**src/rtl/ifu_pkg.sv**
```systemverilog
// ifu_pkg: shared definitions for the instruction fetch front end.
//
// Contents:
//   IFU_RESET_PC  - default fetch address after reset
//   IFU_MEM_LAST  - default highest valid word address of instruction memory
//   NOP_WORD      - value presented on the instruction output when nothing is queued
//   fetch_entry_t - one prefetch queue entry {pc, instr}
//   EMPTY_ENTRY   - entry value presented at the queue head when it is empty
package ifu_pkg;

  localparam logic [31:0] IFU_RESET_PC = 32'h0000_0000;
  localparam logic [31:0] IFU_MEM_LAST = 32'h0000_01FC;
  localparam logic [31:0] NOP_WORD     = 32'h0000_0000;

  typedef struct packed {
    logic [31:0] pc;
    logic [31:0] instr;
  } fetch_entry_t;

  // Address 0 paired with NOP_WORD, so an empty queue reads as all zeros.
  localparam fetch_entry_t EMPTY_ENTRY = '{pc: 32'h0000_0000, instr: NOP_WORD};

endpackage

```
**src/rtl/fetch_queue.sv**
```systemverilog
// fetch_queue: synchronous FIFO of fetch_entry_t used as the prefetch buffer.
//
// Ports:
//   clk        in   clock, all state updates on the rising edge
//   reset      in   synchronous active-high reset (empties the queue)
//   flush      in   empties the queue; takes priority over push and pop
//   push       in   enqueue push_entry (ignored when full unless popping)
//   push_entry in   entry written on push
//   pop        in   dequeue the head entry (ignored when empty)
//   head       out  current head entry, EMPTY_ENTRY when the queue is empty
//   count      out  occupancy 0..DEPTH
//   empty      out  count == 0
//   full       out  count == DEPTH
//
// DEPTH must be a power of two (>= 2) so the pointers wrap by overflow.
module fetch_queue
  import ifu_pkg::*;
#(
  parameter int DEPTH = 2,
  localparam int PTR_W = $clog2(DEPTH),
  localparam int CNT_W = $clog2(DEPTH + 1)
) (
  input  logic             clk,
  input  logic             reset,
  input  logic             flush,
  input  logic             push,
  input  fetch_entry_t     push_entry,
  input  logic             pop,
  output fetch_entry_t     head,
  output logic [CNT_W-1:0] count,
  output logic             empty,
  output logic             full
);

  localparam logic [CNT_W-1:0] FULL_CNT = CNT_W'(DEPTH);

  fetch_entry_t     mem [DEPTH];
  logic [PTR_W-1:0] rd_ptr;
  logic [PTR_W-1:0] wr_ptr;
  logic [CNT_W-1:0] count_q;

  logic do_pop;
  logic do_push;

  assign empty = (count_q == '0);
  assign full  = (count_q == FULL_CNT);

  // A push into a full queue is accepted only when the head leaves the
  // same cycle, which frees the slot being written.
  assign do_pop  = pop & !empty;
  assign do_push = push & (!full | do_pop);

  always_ff @(posedge clk) begin
    if (reset || flush) begin
      rd_ptr  <= '0;
      wr_ptr  <= '0;
      count_q <= '0;
    end else begin
      if (do_push) begin
        wr_ptr <= wr_ptr + 1'b1;
      end
      if (do_pop) begin
        rd_ptr <= rd_ptr + 1'b1;
      end
      case ({do_push, do_pop})
        2'b10:   count_q <= count_q + 1'b1;
        2'b01:   count_q <= count_q - 1'b1;
        default: count_q <= count_q;
      endcase
    end
  end

  // Storage needs no reset: an entry is only visible once count covers it.
  always_ff @(posedge clk) begin
    if (!reset && !flush && do_push) begin
      mem[wr_ptr] <= push_entry;
    end
  end

  assign head  = empty ? EMPTY_ENTRY : mem[rd_ptr];
  assign count = count_q;

endmodule

```
**src/rtl/instr_fetch_unit.sv**
```systemverilog
// instr_fetch_unit: instruction fetch front end.
//
// Drives FetchPC into a combinational instruction memory, captures the
// returned word together with its address into a prefetch queue, and
// presents the queue head to decode.
//
// Ports:
//   CLK         in   clock
//   Reset       in   synchronous active-high reset
//   FetchPC     out  word-aligned address to instruction memory
//   FetchInstr  in   memory data for FetchPC, same cycle
//   Redirect    in   flush the queue and restart fetch at RedirectPC
//   RedirectPC  in   new fetch address, bits [1:0] ignored
//   InstrValid  out  head entry valid
//   InstrReady  in   decode accepts the head entry
//   InstrOut    out  head instruction word (0 when empty)
//   InstrPC     out  head instruction address (0 when empty)
//   FetchFault  out  sticky out-of-range fetch flag
//
// Handshake: the head entry transfers to decode on every rising edge where
// InstrValid & InstrReady are both high. While InstrValid is high and
// InstrReady is low, InstrOut/InstrPC hold steady. InstrValid never depends
// on InstrReady. A Redirect in the same cycle cancels the transfer.
//
// Build option: define IFU_RANGE_CHECK_EN to stop fetching at addresses
// above MEM_LAST and raise FetchFault. Without it FetchFault is always 0
// and every address is fetched.
module instr_fetch_unit
  import ifu_pkg::*;
#(
  parameter int          DEPTH    = 2,
  parameter logic [31:0] RESET_PC = IFU_RESET_PC,
  parameter logic [31:0] MEM_LAST = IFU_MEM_LAST
) (
  input  logic        CLK,
  input  logic        Reset,
  output logic [31:0] FetchPC,
  input  logic [31:0] FetchInstr,
  input  logic        Redirect,
  input  logic [31:0] RedirectPC,
  output logic        InstrValid,
  input  logic        InstrReady,
  output logic [31:0] InstrOut,
  output logic [31:0] InstrPC,
  output logic        FetchFault
);

  localparam int CNT_W = $clog2(DEPTH + 1);

  logic [31:0]      fetch_pc_q;
  logic             fault_q;

  fetch_entry_t     head;
  fetch_entry_t     push_entry;
  logic [CNT_W-1:0] q_count;
  logic             q_empty;
  logic             q_full;

  logic             pop;
  logic             push_attempt;
  logic             push;
  logic             fault_set;

  assign pop = InstrValid & InstrReady;

  // A fetch is attempted whenever the queue can take a word this cycle.
  assign push_attempt = !Redirect & !fault_q & (!q_full | pop);

`ifdef IFU_RANGE_CHECK_EN
  logic out_of_range;

  assign out_of_range = (fetch_pc_q > MEM_LAST);
  assign push         = push_attempt & !out_of_range;
  assign fault_set    = push_attempt & out_of_range;
`else
  logic [31:0] unused_mem_last;

  assign unused_mem_last = MEM_LAST;
  assign push            = push_attempt;
  assign fault_set       = 1'b0;
`endif

  assign push_entry = '{pc: fetch_pc_q, instr: FetchInstr};

  always_ff @(posedge CLK) begin
    if (Reset) begin
      fetch_pc_q <= {RESET_PC[31:2], 2'b00};
      fault_q    <= 1'b0;
    end else if (Redirect) begin
      fetch_pc_q <= {RedirectPC[31:2], 2'b00};
      fault_q    <= 1'b0;
    end else begin
      if (push) begin
        // Wraps modulo 2^32.
        fetch_pc_q <= fetch_pc_q + 32'd4;
      end
      if (fault_set) begin
        fault_q <= 1'b1;
      end
    end
  end

  fetch_queue #(
    .DEPTH(DEPTH)
  ) u_queue (
    .clk       (CLK),
    .reset     (Reset),
    .flush     (Redirect),
    .push      (push),
    .push_entry(push_entry),
    .pop       (pop),
    .head      (head),
    .count     (q_count),
    .empty     (q_empty),
    .full      (q_full)
  );

  logic [1:0] unused_redirect_lsbs;
  assign unused_redirect_lsbs = RedirectPC[1:0];

  assign FetchPC    = fetch_pc_q;
  assign InstrValid = !q_empty;
  assign InstrOut   = head.instr;
  assign InstrPC    = head.pc;
  assign FetchFault = fault_q;

endmodule
```
**config.mk**
```make
export PLATFORM = sky130hd
export DESIGN_NAME = instr_fetch_unit
export DESIGN_NICKNAME = d
export VERILOG_FILES = /design/src/rtl/ifu_pkg.sv /design/src/rtl/fetch_queue.sv /design/src/rtl/instr_fetch_unit.sv
export SDC_FILE = /design/constraint.sdc
export NUM_CORES = 1
export LEC_CHECK = 0
export ABC_AREA = 1
export CORE_ASPECT_RATIO = 1.4
export CORE_UTILIZATION = 40
export DETAILED_ROUTE_END_ITERATION = 16
export GPL_TIMING_DRIVEN = 0
export PLACE_DENSITY = 0.65
export SYNTH_ARGS = -nofsm -noshare
export SYNTH_HDL_FRONTEND = slang
export SYNTH_SLANG_ARGS = --single-unit
```
**constraint.sdc**
```tcl
create_clock -name CLK -period 10.4 [get_ports CLK]
set_clock_uncertainty 0.2 [all_clocks]
set_input_delay 1.04 -clock CLK [delete_from_list [all_inputs] [get_ports CLK]]
set_output_delay 1.04 -clock CLK [all_outputs]
set_load 0.1 [all_outputs]
```
[Word-level counts from Yosys, hierarchy flattened]
Memories as Yosys holds them, arrays and structs flattened. A register that Yosys moved wholly into a read port is not among the register bits.
Index checks and enable logic that the tools add are counted.
Cells by class
  add/sub/neg operators: 5
  eq/ne operators: 3
  mux-type cells: 8
  bitwise gates (word level): 6
  reduce and logical (&&, ||, !) cells: 11
Operators by type and width (count)
  $mux W32: 2
  $mux W64: 1
  $add A32 B3 Y32 const B: 1
  $and A1 B1 Y1: 4
  $eq A2 B2 Y1 const B: 2
  $logic_not A1 Y1: 4
  $mux W1: 4
  $pmux W2 S2: 1
  $reduce_bool A2 Y1: 2
  $add A1 B1 Y1 const B: 2
  $add A2 B1 Y2 const B: 1
  $eq A2 B1 Y1 const B: 1
  $logic_and A1 B1 Y1: 2
  $logic_not A2 Y1: 1
  $or A1 B1 Y1: 2
  $reduce_or A2 Y1: 1
  $sub A2 B1 Y2 const B: 1
  $logic_or A1 B1 Y1: 1
Storage, ports and cells
  flip-flop bits (word level): 36
  memory bits (writable): 128
  bits of input ports: 68
  output and inout port bits: 98
  logic and storage cells: 39
  memories: 1
Memories
  u_queue.mem: words 2, width 64, read ports 1, clocked after Yosys merged registers in 1, wr ports 1, RTL line fetch_queue.sv:37  | fetch_entry_t mem [DEPTH];

[Depth between registers and ports, before layout]
  depth after elaboration: 9
  depth in mapped cells: 10
  mapped depth without buffers: 10

[By module]
A second synthesis with hierarchy kept.
Second synthesis, totals
  cell total of the unflattened synthesis: 733
  area total of the unflattened synthesis: 7498.4 um^2
By module, submodules not included
  fetch_queue: times used 1, cells an instance 380, area each 5218.8 um^2
  instr_fetch_unit: times used 1, cells an instance 353, area each 2279.7 um^2

[Worst setup path after synthesis]
OpenSTA, ideal clock, no wires.
  path type: input port to flip-flop
  start: input Redirect
  end: memory u_queue.mem[0][0] (netlist name), enable pin
  setup time: 0.559 ns
  arrival: 5.713 ns
  setup slack: 3.929 ns
  stages on the path: 4
  cell sequence: buf_2 nor2_1 inv_1 nor3_1
Between the ends
  word-level cells in the longest chain between the ends: 6
  elaborated cells between the ends (all ways): 7
  those cells by class: 2 x mux; 2 x bitwise; 3 x reduce/logical
Ends and longest elaborated chain
  start, declared: RTL line instr_fetch_unit.sv:39  | input logic Redirect,
  $logic_not A1 Y1 *: RTL line fetch_queue.sv:75, instr_fetch_unit.sv:67
  $and A1 B1 Y1: RTL line instr_fetch_unit.sv:67  | assign push_attempt = !Redirect & !fault_q & (!q_full | pop);
  $and A1 B1 Y1: RTL line fetch_queue.sv:51  | assign do_push = push & (!full | do_pop);
  $logic_and A1 B1 Y1 *: RTL line fetch_queue.sv:75  | if (!reset && !flush && do_push) begin
  $mux W1 *: RTL line fetch_queue.sv:75
  $mux W1 (not written as such) *: RTL line fetch_queue.sv:76  | mem[wr_ptr] <= push_entry;
  end, declared: RTL line fetch_queue.sv:37
Every way passes the cells marked *; elsewhere a longest branch is shown, timed or not.

==> metrics <==
CTS root buffer=clkbuf_16; total grt overflow=0; Seq/Total Area, Yosys=a little over three fifths; Final HPWL DP=roughly 14000 microns; PostCTS Resize Cnt=0; Ports=between 150 and 200; Post-Route WL=18600 microns; most frequent cell on the critical path=clkbuf_1; Fmax=between 200 and 250 MHz; Die ar.=roughly 18000 sq um; number of synthesis warnings=0; Tot GR Track Use=between 20% and 30%; PD cells=170 nW/um^2; Starting Density=40.7%; min Tclk post-route=approximately 4400 ps; max_cap viols=0; Placer Congestion=0.955; Pre-Repair DR Iteration Count=13; number of nets still failing antenna checks after routing=0; CTS Hold Bufs=0; latest clock arrival within the worst-skew pair=just over 400 ps; top cell type's share of synthesized area=52.9%; initial DRC count=between 200 and 300; die span in x=between 100 and 150 microns; CP max-delay cell=clkdlybuf4s50_1; chip height=159 microns; Slew @ Worst Pin=about 1100 ps; clock tree buffer depth=2; first-pass GRT wire length=between 20000 and 30000 microns; P_leak=3.47 nW; DRC=1; post-CTS setup buffers=0; Slew HR=slightly below 30%; Final period util=between 40% and 50%; critical path's top delay family=buffers and inverters; CP max stage delay=between 1000 and 1500 ps; number of port buffers=158; nets=between 900 and 1000; startpoint types=flip-flop; Crit path required time=9160 ps; clk sinks=159; Syn-to-layout area delta=37.9%; synth unique cells=36; area leader, netlist=edfxtp_1; htree depth=4; initial antenna violation count=0; DR vias=5666; Worst Hold Class=flip-flop to flip-flop; RSZ-0062 raised after global routing=false; vias in the first global route=~5600; VDD IR max=roughly 0.11 mV; Rows=between 50 and 60; CTS tree=done; Hold Violations, Final=0; pin count of the biggest net entering global routing=17; hold slack=between 200 and 300 ps; ant diodes=0; Worst setup EP type=output pin; top cells by area, synth=edfxtp_1 53%, nand2_1 12%, dfxtp_1 10%; wire per inst=roughly 16 microns; total power=~1.7 mW; critical path type=flip-flop to output pin; share of cells above drive strength 1=between 10% and 20%; Via density=between 4 and 5; final setup margin=6040 ps; CP Buf/Inv Count=4; #FFs+latches synth=roughly 160; core area=roughly 17000 sq um; failing checks=DRC; status=complete, but fails checks; Mapped Area=7030 sq um; Post-Syn Instances=between 700 and 800; max-slew violations=0; crit-path max FO=10; Place WS=6360 ps; Reg clk slew, reported paths=approximately 60 ps; Fin Setup TNS=0 ps; Worst Path Arrival=3120 ps; CP Cell Sequence=clkbuf_1 -> inv_2 -> clkbuf_1 -> nand2_1 -> a21oi_1 -> clkdlybuf4s50_1; CTS Buf Count=17; Layout Utilization=a little under three fifths; Setup Viol. Count Final=0; Synth Area per Inst=9.74 sq um
## worst paths after layout
path	start	to	slack, ps	cells after the start
setup / recovery	flip-flop	InstrPC[23]	6040	6
hold / removal	u_queue.rd_ptr	flip-flop	280	1
setup reg to reg	u_queue.count[0]	u_queue.mem[0][18]	7650	8
hold reg to reg	u_queue.rd_ptr	flip-flop	280	1
## cells by family (layout without fill, tap and decap cells)
group	after synthesis	in the layout	synth area share [%]
XOR/XNOR	3	3	0.374
AO/OA/AOI/OAI	135	135	10.6
buffers and inverters	89	292	5.30
flip-flops	159	159	62.9
adder cells (fa/ha/maj)	2	2	0.356
other	1	5	0.0533
AND/OR/NAND/NOR	333	333	20.4
## registers in the layout, indices dropped and copies added (netlist names), named ones only
signal and cells:
u_queue.mem 124, FetchPC 30, u_queue.count 2, u_queue.rd_ptr 1, u_queue.wr_ptr 1
## layout make-up
type	count	area, sq um
clock buffer	25	561
inverter	55	209
buffer	34	164
sequential	159	4420
fill	1562	7560
clock inverter	7	57.6
multi-input combinational	478	2260
tap	236	295
timing repair buffer	171	1730
## synth_stat cells
cell type and count:
o211ai_1 1, nor2_1 41, o21ai_2 1, clkbuf_1 21, nor2_4 8, buf_2 5
a21oi_1 84, xor2_1 2, buf_4 6, nand3_4 1, edfxtp_1 124, a22oi_1 2
inv_2 7, a22o_1 3, nor3_1 4, ha_1 2, xnor2_1 1, o21bai_1 1
o21ai_1 8, conb_1 1, nor2_2 6, inv_4 1, buf_6 1, nand3_1 32
o21ai_0 16, nand2_2 2, nand3_2 2, dfxtp_1 35, a21oi_2 8, inv_1 47
or2_2 1, buf_1 1, nand2_1 227, a31oi_1 11, nand2_4 2, nand4_1 7
## cells in the final DEF, fill, tap and decap left out, types with 6 or more instances in the layout
master           netlist  routed
dfxtp_1               35      35
a31oi_1               11      11
edfxtp_1             124     124
inv_2                  7       7
clkbuf_1              21      23
clkbuf_16              0      21
nand4_1                7       7
o21ai_1                8       8
inv_1                 47      47
buf_4                  6       7
nand3_1               32      32
a21oi_1               84      84
nand2_1              227     227
nor2_1                41      41
a21oi_2                8       8
nor2_4                 8       8
clkdlybuf4s50_1        0     158
nor2_2                 6       6
buf_6                  1      12
o21ai_0               16      16
## metal layers
layer,GRT usage [%],wire (microns)
met2,39.5,10000
met4,9.39,619
met3,3.28,695
met1,22.3,7250
met5,0,0
## where the power goes
part / leakage (nW) / switching, mW / internal, mW
Combinational: 1.73 / 0.214 / 0.0771
Sequential: 1.43 / 0.0202 / 0.711
Clock: 0.302 / 0.249 / 0.380
Total: 3.47 / 0.484 / 1.17
## stage by stage
step | instances | instance area [sq um]
after floorplan | 726 | 7050
after global placement | 1120 | 8920
after detailed placement | 1133 | 9080
after CTS | 1165 | 9700
after global routing | 1165 | 9700
final | 1165 | 9700
(Power assumes the default switching activity.)
